[src/rtl/issue_entry_queue_pkg.sv]
`default_nettype none
// ============================================================================
// issue_entry_queue_pkg: entry types shared by the issue entry queue slice.
// Revision: 1.0
// ============================================================================
package issue_entry_queue_pkg;

  typedef enum logic [2:0] {
    FU_NONE      = 3'd0,
    FU_LOAD      = 3'd1,
    FU_STORE     = 3'd2,
    FU_ALU       = 3'd3,
    FU_CTRL_FLOW = 3'd4,
    FU_MULT      = 3'd5,
    FU_CSR       = 3'd6
  } fu_t;

  typedef struct packed {
    logic [31:0] pc;
    fu_t         fu;
    logic [4:0]  rd;
    logic [4:0]  rs1;
    logic [4:0]  rs2;
  } scoreboard_entry_t;

  typedef struct packed {
    scoreboard_entry_t sbe;
    logic              is_ctrl_flow;
  } issue_q_entry_t;

  function automatic bit is_valid_depth(input int unsigned n);
    return (n >= 2) && ((n & (n - 1)) == 0);
  endfunction

endpackage
`default_nettype wire

[src/rtl/issue_entry_queue_if.sv]
`default_nettype none
// ============================================================================
// issue_entry_queue_if: decode-side push, reorder-side pop and lookahead view.
// Revision: 1.0
// ============================================================================
interface issue_entry_queue_if
  import issue_entry_queue_pkg::*;
#(
  parameter int unsigned DEPTH = 4
);
  logic                         flush_i;
  scoreboard_entry_t            issue_entry_i;
  logic                         issue_entry_valid_i;
  logic                         is_ctrl_flow_i;
  logic                         issue_instr_ack_o;
  scoreboard_entry_t            issue_entry_o;
  logic                         issue_entry_valid_o;
  logic                         is_ctrl_flow_o;
  logic                         issue_instr_ack_i;
  scoreboard_entry_t            next_entry_o;
  logic                         next_entry_valid_o;
  logic [$clog2(DEPTH+1)-1:0]   usage_o;

  modport master (
    output flush_i, issue_entry_i, issue_entry_valid_i, is_ctrl_flow_i, issue_instr_ack_i,
    input  issue_instr_ack_o, issue_entry_o, issue_entry_valid_o, is_ctrl_flow_o,
           next_entry_o, next_entry_valid_o, usage_o
  );

  modport slave (
    input  flush_i, issue_entry_i, issue_entry_valid_i, is_ctrl_flow_i, issue_instr_ack_i,
    output issue_instr_ack_o, issue_entry_o, issue_entry_valid_o, is_ctrl_flow_o,
           next_entry_o, next_entry_valid_o, usage_o
  );
endinterface
`default_nettype wire

[src/rtl/issue_entry_queue.sv]
`default_nettype none
// ============================================================================
// issue_entry_queue: circular buffer between decode and reorder, head + lookahead.
// Revision: 1.0
// ============================================================================
module issue_entry_queue
  import issue_entry_queue_pkg::*;
#(
  parameter int unsigned DEPTH = 4
) (
  input  logic               clk_i,
  input  logic               rst_i,
  issue_entry_queue_if.slave q
);

  localparam int unsigned        c_PTR_W = $clog2(DEPTH);
  localparam int unsigned        c_CNT_W = $clog2(DEPTH + 1);
  localparam logic [c_CNT_W-1:0] c_FULL  = c_CNT_W'(DEPTH);
  localparam logic [c_CNT_W-1:0] c_TWO   = c_CNT_W'(2);

  issue_q_entry_t     r_mem [DEPTH];
  logic [c_PTR_W-1:0] r_wr_ptr;
  logic [c_PTR_W-1:0] r_rd_ptr;
  logic [c_PTR_W-1:0] w_rd_ptr_nxt;
  logic [c_CNT_W-1:0] r_usage;
  logic               w_push;
  logic               w_pop;
  logic               w_head_valid;
  logic               w_next_valid;

  // A full queue refuses pushes even when the head pops, so ack_i never reaches ack_o.
  assign w_push       = q.issue_entry_valid_i && (r_usage < c_FULL) && !q.flush_i;
  assign w_head_valid = (r_usage != '0) && !q.flush_i;
  assign w_next_valid = (r_usage >= c_TWO) && !q.flush_i;
  assign w_pop        = q.issue_instr_ack_i && w_head_valid;
  assign w_rd_ptr_nxt = r_rd_ptr + c_PTR_W'(1);

  always_ff @(posedge clk_i) begin
    if (rst_i || q.flush_i) begin
      r_wr_ptr <= '0;
      r_rd_ptr <= '0;
      r_usage  <= '0;
    end else begin
      if (w_push) r_wr_ptr <= r_wr_ptr + c_PTR_W'(1);
      if (w_pop)  r_rd_ptr <= w_rd_ptr_nxt;
      case ({w_push, w_pop})
        2'b10:   r_usage <= r_usage + c_CNT_W'(1);
        2'b01:   r_usage <= r_usage - c_CNT_W'(1);
        default: r_usage <= r_usage;
      endcase
    end
  end

  always_ff @(posedge clk_i) begin
    if (w_push) begin
      r_mem[r_wr_ptr].sbe          <= q.issue_entry_i;
      r_mem[r_wr_ptr].is_ctrl_flow <= q.is_ctrl_flow_i;
    end
  end

  assign q.issue_instr_ack_o   = w_push;
  assign q.issue_entry_valid_o = w_head_valid;
  assign q.issue_entry_o       = w_head_valid ? r_mem[r_rd_ptr].sbe : '0;
  assign q.is_ctrl_flow_o      = w_head_valid && r_mem[r_rd_ptr].is_ctrl_flow;
  assign q.next_entry_valid_o  = w_next_valid;
  assign q.next_entry_o        = w_next_valid ? r_mem[w_rd_ptr_nxt].sbe : '0;
  assign q.usage_o             = r_usage;

  a_depth_legal: assert property (@(posedge clk_i) is_valid_depth(DEPTH));

  // An ack alongside a flush is meaningless and dropped, so only unflushed cycles are checked.
  a_no_ack_when_empty: assert property (@(posedge clk_i) disable iff (rst_i)
    (q.issue_instr_ack_i && !q.flush_i) |-> (r_usage != '0));

  a_usage_bound: assert property (@(posedge clk_i) disable iff (rst_i) r_usage <= c_FULL);

endmodule
`default_nettype wire

[src/flat_wrapper.sv]
// flat-port wrapper written by rule: the top's interface ports become plain ports
module issue_entry_queue_flat import issue_entry_queue_pkg::*;
#(
  parameter int unsigned DEPTH = 4
)
  (clk_i, rst_i, q_flush_i, q_issue_entry_i, q_issue_entry_valid_i, q_is_ctrl_flow_i, q_issue_instr_ack_i, q_issue_instr_ack_o, q_issue_entry_o, q_issue_entry_valid_o, q_is_ctrl_flow_o, q_next_entry_o, q_next_entry_valid_o, q_usage_o);
  issue_entry_queue_if #(.DEPTH(DEPTH)) q_i ();
  input  logic clk_i;
  input  logic rst_i;
  input wire logic [$bits(q_i.flush_i)-1:0] q_flush_i;
  input wire logic [$bits(q_i.issue_entry_i)-1:0] q_issue_entry_i;
  input wire logic [$bits(q_i.issue_entry_valid_i)-1:0] q_issue_entry_valid_i;
  input wire logic [$bits(q_i.is_ctrl_flow_i)-1:0] q_is_ctrl_flow_i;
  input wire logic [$bits(q_i.issue_instr_ack_i)-1:0] q_issue_instr_ack_i;
  output wire logic [$bits(q_i.issue_instr_ack_o)-1:0] q_issue_instr_ack_o;
  output wire logic [$bits(q_i.issue_entry_o)-1:0] q_issue_entry_o;
  output wire logic [$bits(q_i.issue_entry_valid_o)-1:0] q_issue_entry_valid_o;
  output wire logic [$bits(q_i.is_ctrl_flow_o)-1:0] q_is_ctrl_flow_o;
  output wire logic [$bits(q_i.next_entry_o)-1:0] q_next_entry_o;
  output wire logic [$bits(q_i.next_entry_valid_o)-1:0] q_next_entry_valid_o;
  output wire logic [$bits(q_i.usage_o)-1:0] q_usage_o;
  assign q_i.flush_i = q_flush_i;
  assign q_i.issue_entry_i = q_issue_entry_i;
  assign q_i.issue_entry_valid_i = q_issue_entry_valid_i;
  assign q_i.is_ctrl_flow_i = q_is_ctrl_flow_i;
  assign q_i.issue_instr_ack_i = q_issue_instr_ack_i;
  assign q_issue_instr_ack_o = q_i.issue_instr_ack_o;
  assign q_issue_entry_o = q_i.issue_entry_o;
  assign q_issue_entry_valid_o = q_i.issue_entry_valid_o;
  assign q_is_ctrl_flow_o = q_i.is_ctrl_flow_o;
  assign q_next_entry_o = q_i.next_entry_o;
  assign q_next_entry_valid_o = q_i.next_entry_valid_o;
  assign q_usage_o = q_i.usage_o;
  issue_entry_queue #(.DEPTH(DEPTH)) u_core (.clk_i(clk_i), .rst_i(rst_i), .q(q_i));
endmodule
[config.mk]
export PLATFORM = sky130hd
export DESIGN_NAME = issue_entry_queue_flat
export DESIGN_NICKNAME = d
export VERILOG_FILES = /design/src/rtl/issue_entry_queue_pkg.sv /design/src/rtl/issue_entry_queue_if.sv /design/src/rtl/issue_entry_queue.sv /design/src/flat_wrapper.sv
export SDC_FILE = /design/constraint.sdc
export NUM_CORES = 1
export LEC_CHECK = 0
export BUFFER_PORTS_ARGS = -buffer_cell sky130_fd_sc_hd__buf_2
export CAP_MARGIN = 30
export CORE_UTILIZATION = 61
export CTS_CLUSTER_SIZE = 8
export DETAILED_ROUTE_END_ITERATION = 7
export GPL_TIMING_DRIVEN = 0
export MAX_ROUTING_LAYER = met4
export PLACE_DENSITY = 0.85
export SLEW_MARGIN = 15
export SYNTH_ARGS = -nofsm -noshare
export SYNTH_HDL_FRONTEND = slang
export SYNTH_SLANG_ARGS = --single-unit
[constraint.sdc]
create_clock -name clk_i -period 5.5 [get_ports clk_i]
set_input_delay 1.1 -clock clk_i [delete_from_list [all_inputs] [get_ports clk_i]]
set_output_delay 1.1 -clock clk_i [all_outputs]
set_load 0.005 [all_outputs]
-- Yosys cells after proc, flatten, opt, wreduce, memory -nomap -nowiden
Memories as Yosys holds them, arrays and structs flattened. A register that Yosys moved wholly into a read port is not among the register bits.
Index checks and enable logic that the tools add are counted.
- flip-flop bits (word level): 7
- latch bits: 0
- RAM bits: 204
- bits in read-only memories: 0
- bits of input ports: 56
- memories: 1
- add/subtract/negate cells: 4
- multipliers: 0
- div/mod/pow operators: 0
- order comparisons: 2
- equal/unequal tests: 2
- shift operators: 0
- multiplexer cells: 7
- bitwise gates (word level): 0
- reduce and logical (&&, ||, !) cells: 10
- memory list (name ; depth ; width ; rd ports ; clocked after memory_dff ; write ports ; RTL line ; RTL):
    u_core.r_mem ; 4 ; 51 ; 2 ; 1 ; 1 ; issue_entry_queue.sv:21 ; issue_q_entry_t r_mem [DEPTH];
- operators with widths (kind ; count):
    50-bit 2-to-1 mux ; 2
    1-bit logical AND ; 6
    3-bit one-hot mux with 2 select lines ; 1
    2-bit by 1-bit adder with 2-bit output, second input constant ; 2
    2-bit 2-to-1 mux ; 2
    3-bit by 1-bit adder with 3-bit output, second input constant ; 1
    3-bit by 2-bit greater-or-equal comparator with 1-bit output, second input constant ; 1
    3-bit < comparator, second input constant ; 1
    3-bit nonzero test ; 1
    3-bit by 1-bit subtractor with 3-bit output, second input constant ; 1
    2-bit by 1-bit equality test with 1-bit output, second input constant ; 1
    2-bit equality test, second input constant ; 1
    1-bit 2-to-1 mux ; 2
    2-bit nonzero test ; 1
    1-bit zero test ; 1
    1-bit logical OR ; 1

-- Longest topological paths before layout
- word-level depth: 5
- mapped depth: 8
- gate-level depth less buffers: 8

-- Worst setup path after synthesis
No wires, ideal clock.
- path kind: input port to flip-flop
- start: input port q_issue_entry_valid_i
- end: memory u_core.r_mem[0][0] in the netlist's numbering, enable pin
- library setup time: 414 ps
- arrival: 2687 ps
- setup slack: 2399 ps
- cell stages on the path: 2
- path buffers: 0
- path through: nor3b_4 and2_1
- cells in the longest elaborated chain, start to end: 4
- ends and longest elaborated chain (item ; RTL line ; RTL):
    start: declaration ; flat_wrapper.sv:12 ; input wire logic [$bits(q_i.issue_entry_valid_i)-1:0] q_issue_entry_valid_i;
    1-bit logical AND (2 in series) ; issue_entry_queue.sv:32 ; assign w_push = q.issue_entry_valid_i && (r_usage < c_FULL) && !q.flush_i;
    1-bit 2-to-1 mux ; issue_entry_queue.sv:55 ; if (w_push) begin
    1-bit 2-to-1 mux (not written as such) ; issue_entry_queue.sv:57 ; r_mem[r_wr_ptr].is_ctrl_flow <= q.is_ctrl_flow_i;
    end: declaration ; issue_entry_queue.sv:21 ;
Every way passes these cells.

-- Final worst setup path
- start: input port q_flush_i
- end: output port q_next_entry_o[0]
- cells in the longest elaborated chain, start to end: 3
- ends and longest elaborated chain (item ; RTL line ; RTL):
    start: declaration ; flat_wrapper.sv:10 ; input wire logic [$bits(q_i.flush_i)-1:0] q_flush_i;
    1-bit zero test ; issue_entry_queue.sv:34 ; assign w_next_valid = (r_usage >= c_TWO) && !q.flush_i;
    1-bit logical AND ; issue_entry_queue.sv:34 ;
    50-bit 2-to-1 mux ; issue_entry_queue.sv:66 ; assign q.next_entry_o = w_next_valid ? r_mem[w_rd_ptr_nxt].sbe : '0;
    end: declaration ; flat_wrapper.sv:19 ; output wire logic [$bits(q_i.next_entry_o)-1:0] q_next_entry_o;
Every way passes these cells.

==> metrics.md <==
| Metric | Value |
|---|---|
| Synth warn | 0 |
| Vias per cell | just over 6 |
| Initial Util | 63.3% |
| Hold crit path type | flip-flop to flip-flop |
| CTS tree | built |
| Fin Clk Skew | 0.0141 ns |
| Setup WS post-layout | 1.99 ns |
| Max_cap viols | 0 |
| Critical path launch point type | input port |
| Fraction of layout cells with a size suffix above 1 | 53.4% |
| Synth Area in Simple Gates | 10.8% |
| Final Hold Viols | 0 |
| Status | finished, final reports clean |
| Maximum clock path buffer count | 3 |
| Post-synthesis compound-gate area fraction | 0.381% |
| Kind of critical path | input port to output pin |
| Drt drc | 0 |
| GP Congestion | 0.769 |
| H-tree depth reported by CTS | 1 |
| Worst path cell trace | buf_2 > o21bai_1 > clkbuf_1 > nor2b_1 > buf_2 |
| DP HPWL | about 14 mm |
| Row count | 46 |
| Max stage delay on crit path | between 0.5 and 0.6 ns |
| Avg Cell Area, Syn | 20.5 µm² |
| Max-slew violations | 0 |
| Final TNS setup | 0 ns |
| Clock slew at reported path FFs | 0.05 ns |
| Cells after Synth | 495 |
| DR iter-0 viols | around 460 |
| Setup violations, final | 0 |
| Distinct cells, synth | 28 |
| Core Area | 16100 µm² |
| RSZ-0062 raised after global routing | false |
| Leading area contributor after synthesis | edfxtp_1 |
| Crit. End Element | output pin |
| Final wirelength | 21.4 mm |
| Die X | 131 µm |
| Slowest stage cell, crit path | clkbuf_1 |
| Ports | about 160 |
| Placement Setup Slack | 1.97 ns |
| Adder-cell share of the synthesized area | 0.812% |
| First-pass GRT wire length | approximately 34 mm |
| Sequential fraction of the synthesis area | 62.0% |
| Setup crit start | q_flush_i |
| Resized Gates After CTS | 0 |
| Most area-consuming cells after synthesis | edfxtp_1 60%, mux4_2 22%, nor2b_4 6.6% |
| PnR Total Power | between 3000 and 4000 µW |
| Crit share post-route | between 60 and 70% |
| 1st-pass router iterations | 5 |
| CP most frequent cell | buf_2 |
| Peak Freq | approximately 0.28 GHz |
| Mux contribution to synthesized area | 22.5% |
| Worst VDD drop | 0.238 mV |
| Hold_ws | 0.579 ns |
| Crit-path max FO | 10 |
| XOR/XNOR share of the synthesized area | less than 1% |
| Largest net degree at the start of global routing | 31 |
| Worst slew margin | 52.0% |
| Antenna-violating nets left | 0 |
| Largest family of logic cells by synthesized area | multiplexers |
| Synthesized flop and latch total | about 210 |
| Congestion Overflow GR | 0 |
| Number of hold buffers added after CTS | 0 |
| Critical path data required time | approximately 4.4 ns |
| Routed length per instance | between 20 and 25 µm |
| Post-Syn Area | roughly 10000 µm² |
| TritonCTS Sinks | 213 |
| Die area | 17200 µm² |
| Post-CTS Setup Repair Bufs | 0 |
| Die height | 131 µm |
| WP data arrival | 2.41 ns |
| Hold path start | u_core.r_wr_ptr[1]$_SDFFE_PP0P_ |
| Num CTS Buffers | 30 |
| Power per cell area | 298 nW/µm² |
| Layout Nets | 755 |
| Top-area cell type share of the netlist area | roughly 60% |
| CTS Root Cell | clkbuf_16 |
| Worst-Margin Slew | 0.718 ns |
| Skew-Pair Late Insertion Delay | 0.53 ns |
| Leak | 0.00438 µW |
| Area grow syn2layout | 20.2% |
| Post-Syn Nets | 557 |
| Antenna violations before repair | 4 |
| Port Buf Inserts | 162 |
| Tmin final | 3.51 ns |
| Total track usage | 26.5% |
| Routed via count | roughly 5700 |
| Vias in the first global route | 6053 |
| Worst r2r src | u_core.q.usage_o[2]$_SDFFE_PP0P_ |
## worst max-delay path, delay by kind of cell
| family | cells | cell delay [ns] |
|---|---|---|
| AO/OA/AOI/OAI | 1 | 0.36 |
| buffers and inverters | 3 | 0.82 |
| AND/OR/NAND/NOR | 1 | 0.14 |
## cell usage in the layout (no fill, tap or decap), types with 2 or more instances in the layout
cell and count:
a21oi_1 2, nor2b_4 49, xor2_1 4, dfxtp_1 9
mux4_2 101, diode_2 4, nor2_1 9, buf_6 18
nor2b_1 52, edfxtp_1 204, clkbuf_1 31, and2_4 4
ha_1 5, inv_1 7, buf_12 4, clkbuf_16 31
buf_2 172
## Yosys cell counts, drive strengths merged
library cell,number
and2,4
nor2b,101
o21bai,1
nor2,9
edfxtp,204
nor3b,1
or2,2
inv,8
mux2i,1
fa,1
a21oi,2
o21ai,1
dfxtp,9
mux4,101
xor2,4
clkbuf,7
o311ai,1
nor3,1
xnor2,1
o31ai,1
ha,5
buf,29
or3,1
## sequential cells by signal, indices dropped and copies added, names as in the netlist, named ones only
| register | cells |
|---|---|
| u_core.r_mem | 204 |
| u_core.q.usage_o | 3 |
| u_core.r_rd_ptr | 2 |
| u_core.r_wr_ptr | 2 |
## power breakdown
part / leakage [µW] / internal (µW) / switching, µW
Combinational: 0.00204 / 79.5 / 72.4
Sequential: 0.00193 / 1810 / 10.7
Clock: 0.000414 / 1040 / 634
## final timing paths
path	endpoint	slack (ns)	cells after the start
worst max-delay path	q_next_entry_o[0]	1.99	5
worst min register to register	u_core.r_wr_ptr[1]$_SDFFE_PP0P_	0.58	2
worst min-delay path	u_core.r_wr_ptr[1]$_SDFFE_PP0P_	0.58	2
worst max register to register	u_core.q.usage_o[2]$_SDFFE_PP0P_	3.32	8
## area by class of cell
class,count,area (µm²)
sequential,213,6310
fill,919,3840
multi-input combinational,238,3560
timing repair buffer,166,891
clock buffer,55,866
buffer,36,283
tap,216,270
inverter,8,30.0
antenna,4,10.0
clock inverter,1,5.00
## layer usage
metal  GRT usage [%]  up-vias  part of all wire, %
li1                -     2412                    -
met1            33.6     2976                   40
met2            44.4      251                   52
met3            4.75       36                  6.6
met4            7.06        0                  1.7
met5               -        -                    0
## cells by family (layout without fill, tap and decap cells)
group                      count (synthesis)  after routing
AOI/OAI and AO/OA                          6              6
xor gates and xnor gates                   5              5
adders and majority gates                  6              6
buffers and inverters                     44            266
DFF                                      213            213
muxes                                    102            102
other                                      0              4
and+or+nand+nor                          119            119
## metrics by stage
step,utilization (%),std cells,cell area [µm²]
5_1_grt,76.1,937,12200
3_5_place_dp,70.6,877,11300
3_3_place_gp,70.1,873,11300
6_report,76.1,937,12200
4_1_cts,76.0,933,12200
2_1_floorplan,-,495,10200
Power figures use the tool's default switching activity.
